===== config.mk =====
export PLATFORM = sky130hd
export DESIGN_NAME = mem_arbiter
export DESIGN_NICKNAME = d
export VERILOG_FILES = /design/src/rtl/mem_arbiter.sv
export SDC_FILE = /design/constraint.sdc
export NUM_CORES = 1
export LEC_CHECK = 0
export ABC_AREA = 0
export CORE_AREA = 2 2 204 206
export CTS_BUF_LIST = sky130_fd_sc_hd__clkbuf_4 sky130_fd_sc_hd__clkbuf_8
export DETAILED_ROUTE_END_ITERATION = 12
export DIE_AREA = 0 0 206 208
export SLEW_MARGIN = 0
export SYNTH_ARGS = -nofsm -noshare
export SYNTH_HDL_FRONTEND = slang
export SYNTH_SLANG_ARGS = --single-unit

===== constraint.sdc =====
create_clock -name clk -period 14.1 [get_ports clk]
set_clock_uncertainty 0.05 [all_clocks]
set_input_delay 4.23 -clock clk [delete_from_list [all_inputs] [get_ports clk]]
set_output_delay 4.23 -clock clk [all_outputs]
set_load 0.01 [all_outputs]

===== src/rtl/mem_arbiter.sv =====
// Arbiter sharing one byte-addressed 64-bit data memory between instruction fetch and load/store.
// Each access runs IDLE -> ACCESS -> RESP. Data wins ties unless fetch has been starved too long.
`timescale 1ns/1ps
module mem_arbiter #(
  parameter int unsigned MEM_BYTES  = 128,
  parameter int unsigned STARVE_MAX = 4
) (
  input  logic        clk,
  input  logic        reset,
  input  logic        if_req,
  input  logic [63:0] if_addr,
  output logic        if_valid,
  output logic [63:0] if_rdata,
  output logic        if_err,
  input  logic        d_req,
  input  logic        d_we,
  input  logic [63:0] d_addr,
  input  logic [63:0] d_wdata,
  output logic        d_valid,
  output logic [63:0] d_rdata,
  output logic        d_err,
  output logic [63:0] mem_address,
  output logic [63:0] mem_data_in,
  output logic        mem_read,
  output logic        mem_write,
  input  logic [63:0] mem_data_out
);

  localparam int unsigned   CW        = $clog2(STARVE_MAX + 1);
  localparam logic [CW-1:0] CNT_MAX   = CW'(STARVE_MAX);
  localparam logic [63:0]   ADDR_LAST = 64'(MEM_BYTES - 8);

  typedef enum logic [1:0] {IDLE, ACCESS, RESP} state_t;

  state_t        state_q, state_d;
  logic          lat_data, lat_we;
  logic [63:0]   lat_addr, lat_wdata;
  logic [CW-1:0] starve_cnt;
  logic          if_err_q, d_err_q;
  logic [63:0]   if_rdata_q, d_rdata_q;
  logic          grant_data, in_range;

  // Unsigned compare against the last legal base also rejects addresses where addr + 7 wraps.
  assign in_range   = (lat_addr <= ADDR_LAST);
  assign grant_data = d_req && !(if_req && (starve_cnt == CNT_MAX));

  always_comb begin
    // NOTE: default assigned first so no path through the case leaves state_d unassigned (no latch).
    state_d = state_q;
    case (state_q)
      IDLE:    if (if_req || d_req) state_d = ACCESS;
      ACCESS:  state_d = RESP;
      RESP:    state_d = IDLE;
      default: state_d = IDLE;
    endcase
  end

  // NOTE: sequential state uses non-blocking assignments so every flop samples pre-edge values.
  always_ff @(posedge clk or posedge reset) begin
    if (reset) state_q <= IDLE;
    else       state_q <= state_d;
  end

  always_ff @(posedge clk or posedge reset) begin
    if (reset) begin
      lat_data   <= 1'b0;
      lat_we     <= 1'b0;
      lat_addr   <= '0;
      lat_wdata  <= '0;
      starve_cnt <= '0;
      if_err_q   <= 1'b0;
      d_err_q    <= 1'b0;
      if_rdata_q <= '0;
      d_rdata_q  <= '0;
    end else begin
      case (state_q)
        IDLE: begin
          if (!if_req)                                starve_cnt <= '0;
          else if (!grant_data)                       starve_cnt <= '0;
          else if (d_req && (starve_cnt != CNT_MAX))  starve_cnt <= starve_cnt + CW'(1);
          if (if_req || d_req) begin
            lat_data  <= grant_data;
            lat_addr  <= grant_data ? d_addr : if_addr;
            lat_we    <= grant_data && d_we;
            lat_wdata <= grant_data ? d_wdata : '0;
          end
        end
        ACCESS: begin
          if (lat_data) begin
            d_err_q <= !in_range;
            if (!in_range)    d_rdata_q <= '0;
            else if (!lat_we) d_rdata_q <= mem_data_out;
          end else begin
            if_err_q   <= !in_range;
            if_rdata_q <= in_range ? mem_data_out : '0;
          end
        end
        RESP: begin
          if_err_q <= 1'b0;
          d_err_q  <= 1'b0;
        end
        default: ;
      endcase
    end
  end

  assign mem_address = lat_addr;
  assign mem_data_in = lat_wdata;
  assign mem_read    = (state_q == ACCESS) && in_range && !lat_we;
  assign mem_write   = (state_q == ACCESS) && in_range && lat_we;

  assign if_valid = (state_q == RESP) && !lat_data;
  assign d_valid  = (state_q == RESP) && lat_data;
  assign if_rdata = if_rdata_q;
  assign d_rdata  = d_rdata_q;
  assign if_err   = if_err_q;
  assign d_err    = d_err_q;

endmodule

# [Word level (Yosys, flattened, before mapping)]
# Cells that the tools add are included.
[totals] out_inout_bits=262 register_bits=265 wordCells=58
[classes] reduce_logical=22 eq_ne=9 n_lt_le_gt_ge=1 bitwise_logic=1 n_addsub=1 n_mux=14
[op_table] operator="$mux W64" n=5
[op_table] operator="$le A64 B7 Y1 const B" n=1
[op_table] operator="$reduce_and A2 Y1" n=5
[op_table] operator="$logic_and A1 B1 Y1" n=9
[op_table] operator="$mux W3" n=3
[op_table] operator="$ne A2 B2 Y1 const B" n=4
[op_table] operator="$logic_not A1 Y1" n=4
[op_table] operator="$pmux W1 S2" n=2
[op_table] operator="$pmux W2 S2" n=1
[op_table] operator="$add A3 B1 Y3 const B" n=1
[op_table] operator="$eq A3 B3 Y1 const B" n=1
[op_table] operator="$ne A3 B2 Y1 const B" n=1
[op_table] operator="$ne A3 B3 Y1 const B" n=1
[op_table] operator="$reduce_and A3 Y1" n=1
[op_table] operator="$eq A2 B1 Y1 const B" n=1
[op_table] operator="$eq A2 B2 Y1 const B" n=1
[op_table] operator="$logic_not A2 Y1" n=1
[op_table] operator="$mux W1" n=2
[op_table] operator="$mux W2" n=1
[op_table] operator="$reduce_bool A2 Y1" n=1
[op_table] operator="$logic_or A1 B1 Y1" n=1
[op_table] operator="$not A1 Y1" n=1

# [Depth between registers and ports, before layout]
[logic_depth] depth_word=6 depth_mapped=9 ltp_nobuf=7

# [Worst setup path after synthesis]
# No wires, ideal clock.
[synth_timing] path_kind="reg-to-output" startpoint="reg lat_addr[56], in the netlist mem_address[56]" endpoint="out mem_read" path_slack_ps=7642 n_path_buf=2 path_stages_with_launch=8 arrival_ps=2178 cell_sequence="dfrtp_1 or4_4 nor3_4 nand4_4 or2_1 clkbuf_1 buf_2 nor3_1"
[synth_via] elab_chain_len=3
[synth_rtl] item="from (decl)" line="37" rtl="logic [63:0] lat_addr, lat_wdata;"
[synth_rtl] item="from (signal assigned)" line="83" rtl="lat_addr <= grant_data ? d_addr : if_addr;"
[synth_rtl] item="$le A64 B7 Y1" line="44" rtl="assign in_range = (lat_addr <= ADDR_LAST);"
[synth_rtl] item="$logic_and A1 B1 Y1 (2 in series)" line="109" rtl="assign mem_read = (state_q == ACCESS) && in_range && !lat_we;"
[synth_rtl] item="to (decl)" line="24" rtl="output logic mem_read,"
# Every way passes these cells.

# [Worst setup path in the final report]
[layout_timing] startpoint="reg lat_addr[45], in the netlist mem_address[45]" endpoint="out mem_write"
[layout_via] elab_chain_len=3
[layout_rtl] item="$le A64 B7 Y1" line="44"
[layout_rtl] item="$logic_and A1 B1 Y1 (2 in series)" line="110" rtl="assign mem_write = (state_q == ACCESS) && in_range && lat_we;"
[layout_rtl] item="to (decl)" line="25" rtl="output logic mem_write,"
# Every way passes these cells.

==> summary.json <==
{
  "worst_hold_path": {
    "hold_path.startpoint": "if_rdata[43]",
    "worst_hold_path_type": "register to register",
    "whs_endpoint": "if_rdata[43]",
    "hold_path_depth": 2
  },
  "grt": {
    "gr-usage-all-layers_pct": 18.0,
    "pin_count_of_the_biggest_net_entering_global_routing": 103,
    "via_count_of_the_first_global_routing_pass": 9836,
    "grt_pass1_wl_mm": 59.5,
    "grt.overflow.total": 0,
    "number_of_antenna_violations_at_the_first_check_in_global_routing": 1
  },
  "final_layout": {
    "multi_input_area_mm2": 0.00351,
    "sequential_cell_area_mm2": 0.00663,
    "layout-area-overhead-vs-synth_pct": 64.7,
    "post_layout_nonfiller_instances": 2065,
    "post_route_cells_drive_above_1_share_pct": 7.45,
    "num-fill-cells": 3964,
    "commonest_non_fill_non_tap_cells_in_the_layout": "sky130_fd_sc_hd__clkdlybuf4s50_1 (522), sky130_fd_sc_hd__dfrtp_1 (265), sky130_fd_sc_hd__nand2_1 (263), sky130_fd_sc_hd__a22o_1 (129), sky130_fd_sc_hd__nor2_1 (68)",
    "layout_commonest_cell": "sky130_fd_sc_hd__clkdlybuf4s50_1",
    "final_net_count": 1758
  },
  "setup_path": {
    "endpoint_arrival_time_on_the_critical_path_ns": 3.63,
    "worst_setup_path_start_kind": "register",
    "worstSetupPathType": "register to primary output",
    "r2r_start": "state_q[0]",
    "critical_path.max_fanout": 67,
    "reg2reg_to": "mem_address[28]",
    "rr_worst_depth": 7,
    "r2r_setup_slack_ns": 11.22,
    "cp-end-kind": "primary output",
    "critical_path_required_ns": 9.82
  },
  "logic_synthesis": {
    "avgSynthCellArea_um2": 10.6,
    "synth-seq-area-share_pct": 63.3,
    "syn-num-nets": 1248,
    "yosys.area_share.simple_pct": 14.6,
    "post_synth_mux_area_share_pct": 0,
    "synthAdderAreaFrac_pct": 0.239,
    "synth_xor_area_share_pct": 0,
    "total_number_of_yosys_warnings": 0,
    "synth-seq-cells": 265,
    "netlist-cell-type-count": 31,
    "dominant_combinational_cell_family_by_area_after_synthesis": "compound AO/OA/AOI/OAI gates",
    "synthCells": 985,
    "post_synth_instance_area_mm2": 0.0105,
    "synth_compound_gate_area_share_pct": 18.5
  },
  "cts": {
    "max-clock-path-buffers": 3,
    "root_buffer": "sky130_fd_sc_hd__clkbuf_8",
    "postCtsHoldBufs": 0,
    "clkTransAtPathRegs_ns": 0.06,
    "tritoncts": "yes",
    "post_cts_buffers": 0,
    "cts.sink_count": 265,
    "ctsHtreeMaxLevel": 2,
    "cts-buffers-inserted": 47,
    "ctsResizeCount": 0,
    "clock_latency_of_the_later_clocked_register_in_the_worst_skew_pair_ns": 0.59
  },
  "timing": {
    "period_needed_ns": 7.91,
    "max_slew.worst_pin.slew_ns": 0.939,
    "rsz0062_at_grt": "no",
    "timing.final.setup_violations": 0,
    "achievable-frequency_mhz": 126,
    "fin_crit_sh_pct": 56.1,
    "finalSetupTns_ns": 0,
    "final-hold-violation-count": 0,
    "setup_slack_ns": 6.19,
    "slew-limit-headroom_pct": 37.4,
    "final.hold.worst_slack_ns": 0.433,
    "timing_max_transition_violations_final": 0
  },
  "power_and_ir_drop": {
    "fin_total_pwr_mw": 3.05,
    "total_leakage_power_nw": 7.27,
    "internal_power_mw": 2.00,
    "clock_power_share_pct": 26.4,
    "power.density_cell_area_mw_per_mm2": 177,
    "comb_power_share_pct": 37.1,
    "power_switching_mw": 1.05,
    "ir_drop_mv": 0.0954,
    "power.share.sequential_pct": 36.6,
    "share_of_total_power_consumed_by_net_switching_pct": 34.5
  },
  "routing": {
    "detail_route.wl_per_cell_um": 19.1,
    "drt_first_pass_iters": 7,
    "drt_iter0_drc": 560,
    "final_antenna_net_count": 0,
    "postRouteWirelength_mm": 39.5,
    "routed-via-count": 9628,
    "detail_route.vias_per_cell": 4.66,
    "remaining_drc_errors": 0
  },
  "outcome": {
    "result_of_the_run": "finished clean"
  },
  "die": {
    "die_h_um": 208,
    "horiz_die_dim_um": 206,
    "die_area_mm2": 0.0428,
    "fp.coreArea_mm2": 0.0406,
    "std_cell_rows": 74,
    "io_pins": 523,
    "initial_core_util_pct": 25.8
  },
  "place": {
    "placement.setup.worst_slack_ns": 6.80,
    "dp_cells": 1978,
    "io_buffer_count": 522,
    "place.gp.congestion": 0.825,
    "detailed_place_hpwl_mm": 28.1
  },
  "flow_run": {
    "cap_viol_max_count": 0
  }
}
metal layers:
| layer | up-vias | wire [um] | track usage, % |
|---|---|---|---|
| met1 | 4654 | 16000 | 21.7 |
| met4 | 2 | 834 | 4.98 |
| li1 | 4485 | - | - |
| met2 | 428 | 19100 | 30.3 |
| met5 | - | 13 | 0 |
| met3 | 59 | 3600 | 6.09 |
synthesized netlist by cell type:
cell	number	share of area, %
sky130_fd_sc_hd__a21o_1	2	0.14
sky130_fd_sc_hd__a22o_1	129	11
sky130_fd_sc_hd__a31oi_1	64	3.8
sky130_fd_sc_hd__and2_1	1	0.060
sky130_fd_sc_hd__and4_1	1	0.084
sky130_fd_sc_hd__buf_1	1	0.036
sky130_fd_sc_hd__buf_2	7	0.33
sky130_fd_sc_hd__buf_6	6	0.65
sky130_fd_sc_hd__clkbuf_1	60	2.2
sky130_fd_sc_hd__dfrtp_1	265	63
sky130_fd_sc_hd__ha_1	2	0.24
sky130_fd_sc_hd__inv_1	7	0.25
sky130_fd_sc_hd__nand2_1	265	9.5
sky130_fd_sc_hd__nand2b_1	2	0.12
sky130_fd_sc_hd__nand3_1	4	0.19
sky130_fd_sc_hd__nand4_1	1	0.060
sky130_fd_sc_hd__nand4_4	1	0.20
sky130_fd_sc_hd__nor2_1	69	2.5
sky130_fd_sc_hd__nor3_1	5	0.24
sky130_fd_sc_hd__nor3_4	1	0.16
sky130_fd_sc_hd__nor3b_1	1	0.072
sky130_fd_sc_hd__nor4_1	11	0.66
sky130_fd_sc_hd__nor4_2	1	0.12
sky130_fd_sc_hd__nor4_4	2	0.41
sky130_fd_sc_hd__o21ai_0	7	0.33
sky130_fd_sc_hd__o21ai_1	65	3.1
sky130_fd_sc_hd__o22ai_1	1	0.060
sky130_fd_sc_hd__o31ai_4	1	0.20
sky130_fd_sc_hd__or2_1	1	0.060
sky130_fd_sc_hd__or3_1	1	0.060
sky130_fd_sc_hd__or4_4	1	0.11
per-stage QoR:
stage / util [%] / cell area (um^2)
5_1_grt: 42.5 / 17200
6_report: 42.5 / 17200
3_5_place_dp: 39.9 / 16200
3_3_place_gp: 39.9 / 16200
2_1_floorplan: - / 10500
4_1_cts: 42.5 / 17200
power by group through the flow:
| stage | clock [mW] | sequential [mW] | combinational, mW |
|---|---|---|---|
| 5_1_grt | 0.866 | 1.14 | 1.22 |
| 2_1_floorplan | 0 | 1.19 | 0.418 |
| 3_3_place_gp | 0 | 1.11 | 1.15 |
| 4_1_cts | 0.827 | 1.11 | 1.15 |
| 6_report | 0.803 | 1.11 | 1.13 |
| 3_5_place_dp | 0 | 1.12 | 1.15 |
area by class of cell:
class	instances	share of cell area, %
Clock inverter	10	0.726
Multi-Input combinational cell	639	20.4
Tap cell	532	3.86
Timing Repair Buffer	535	30.9
Inverter	7	0.210
Antenna cell	2	0.0290
Sequential cell	265	38.5
Clock buffer	75	5.48
worst max-delay path, cell delays in order (launching register included):
cell and delay, ns:
sky130_fd_sc_hd__dfrtp_1 0.41, sky130_fd_sc_hd__nor4_1 0.39, sky130_fd_sc_hd__nand4_1 0.17, sky130_fd_sc_hd__or3_1 0.51, sky130_fd_sc_hd__or2_2 0.32, sky130_fd_sc_hd__buf_4 0.33
sky130_fd_sc_hd__nor3_1 0.29, sky130_fd_sc_hd__clkdlybuf4s50_1 0.58
state kept, by name, summed over array words and instances (netlist names), 2 cells and up:
signal and count:
state_q 2, d_rdata 64, starve_cnt 3, mem_address 64, mem_data_in 64, if_rdata 64
cell families (layout without fill, tap and decap cells):
group,count (synthesis),in the layout
AND/OR/NAND/NOR,368,368
buffers and inverters,81,627
AO/OA/AOI/OAI,269,269
flip-flops,265,265
adder cells (fa/ha/maj),2,2
other,0,2
worst max-delay path by stage:
stage | from | slack [ns] | end
after floorplan | reset | 2.52 | d_err
after global placement | mem_address[45] | 6.81 | mem_read
after detailed placement | mem_address[45] | 6.80 | mem_write
after CTS | mem_address[45] | 6.12 | mem_write
after global routing | mem_address[45] | 5.96 | mem_write
final | mem_address[45] | 6.19 | mem_write
No activity file was read; power rests on OpenSTA's default activity.
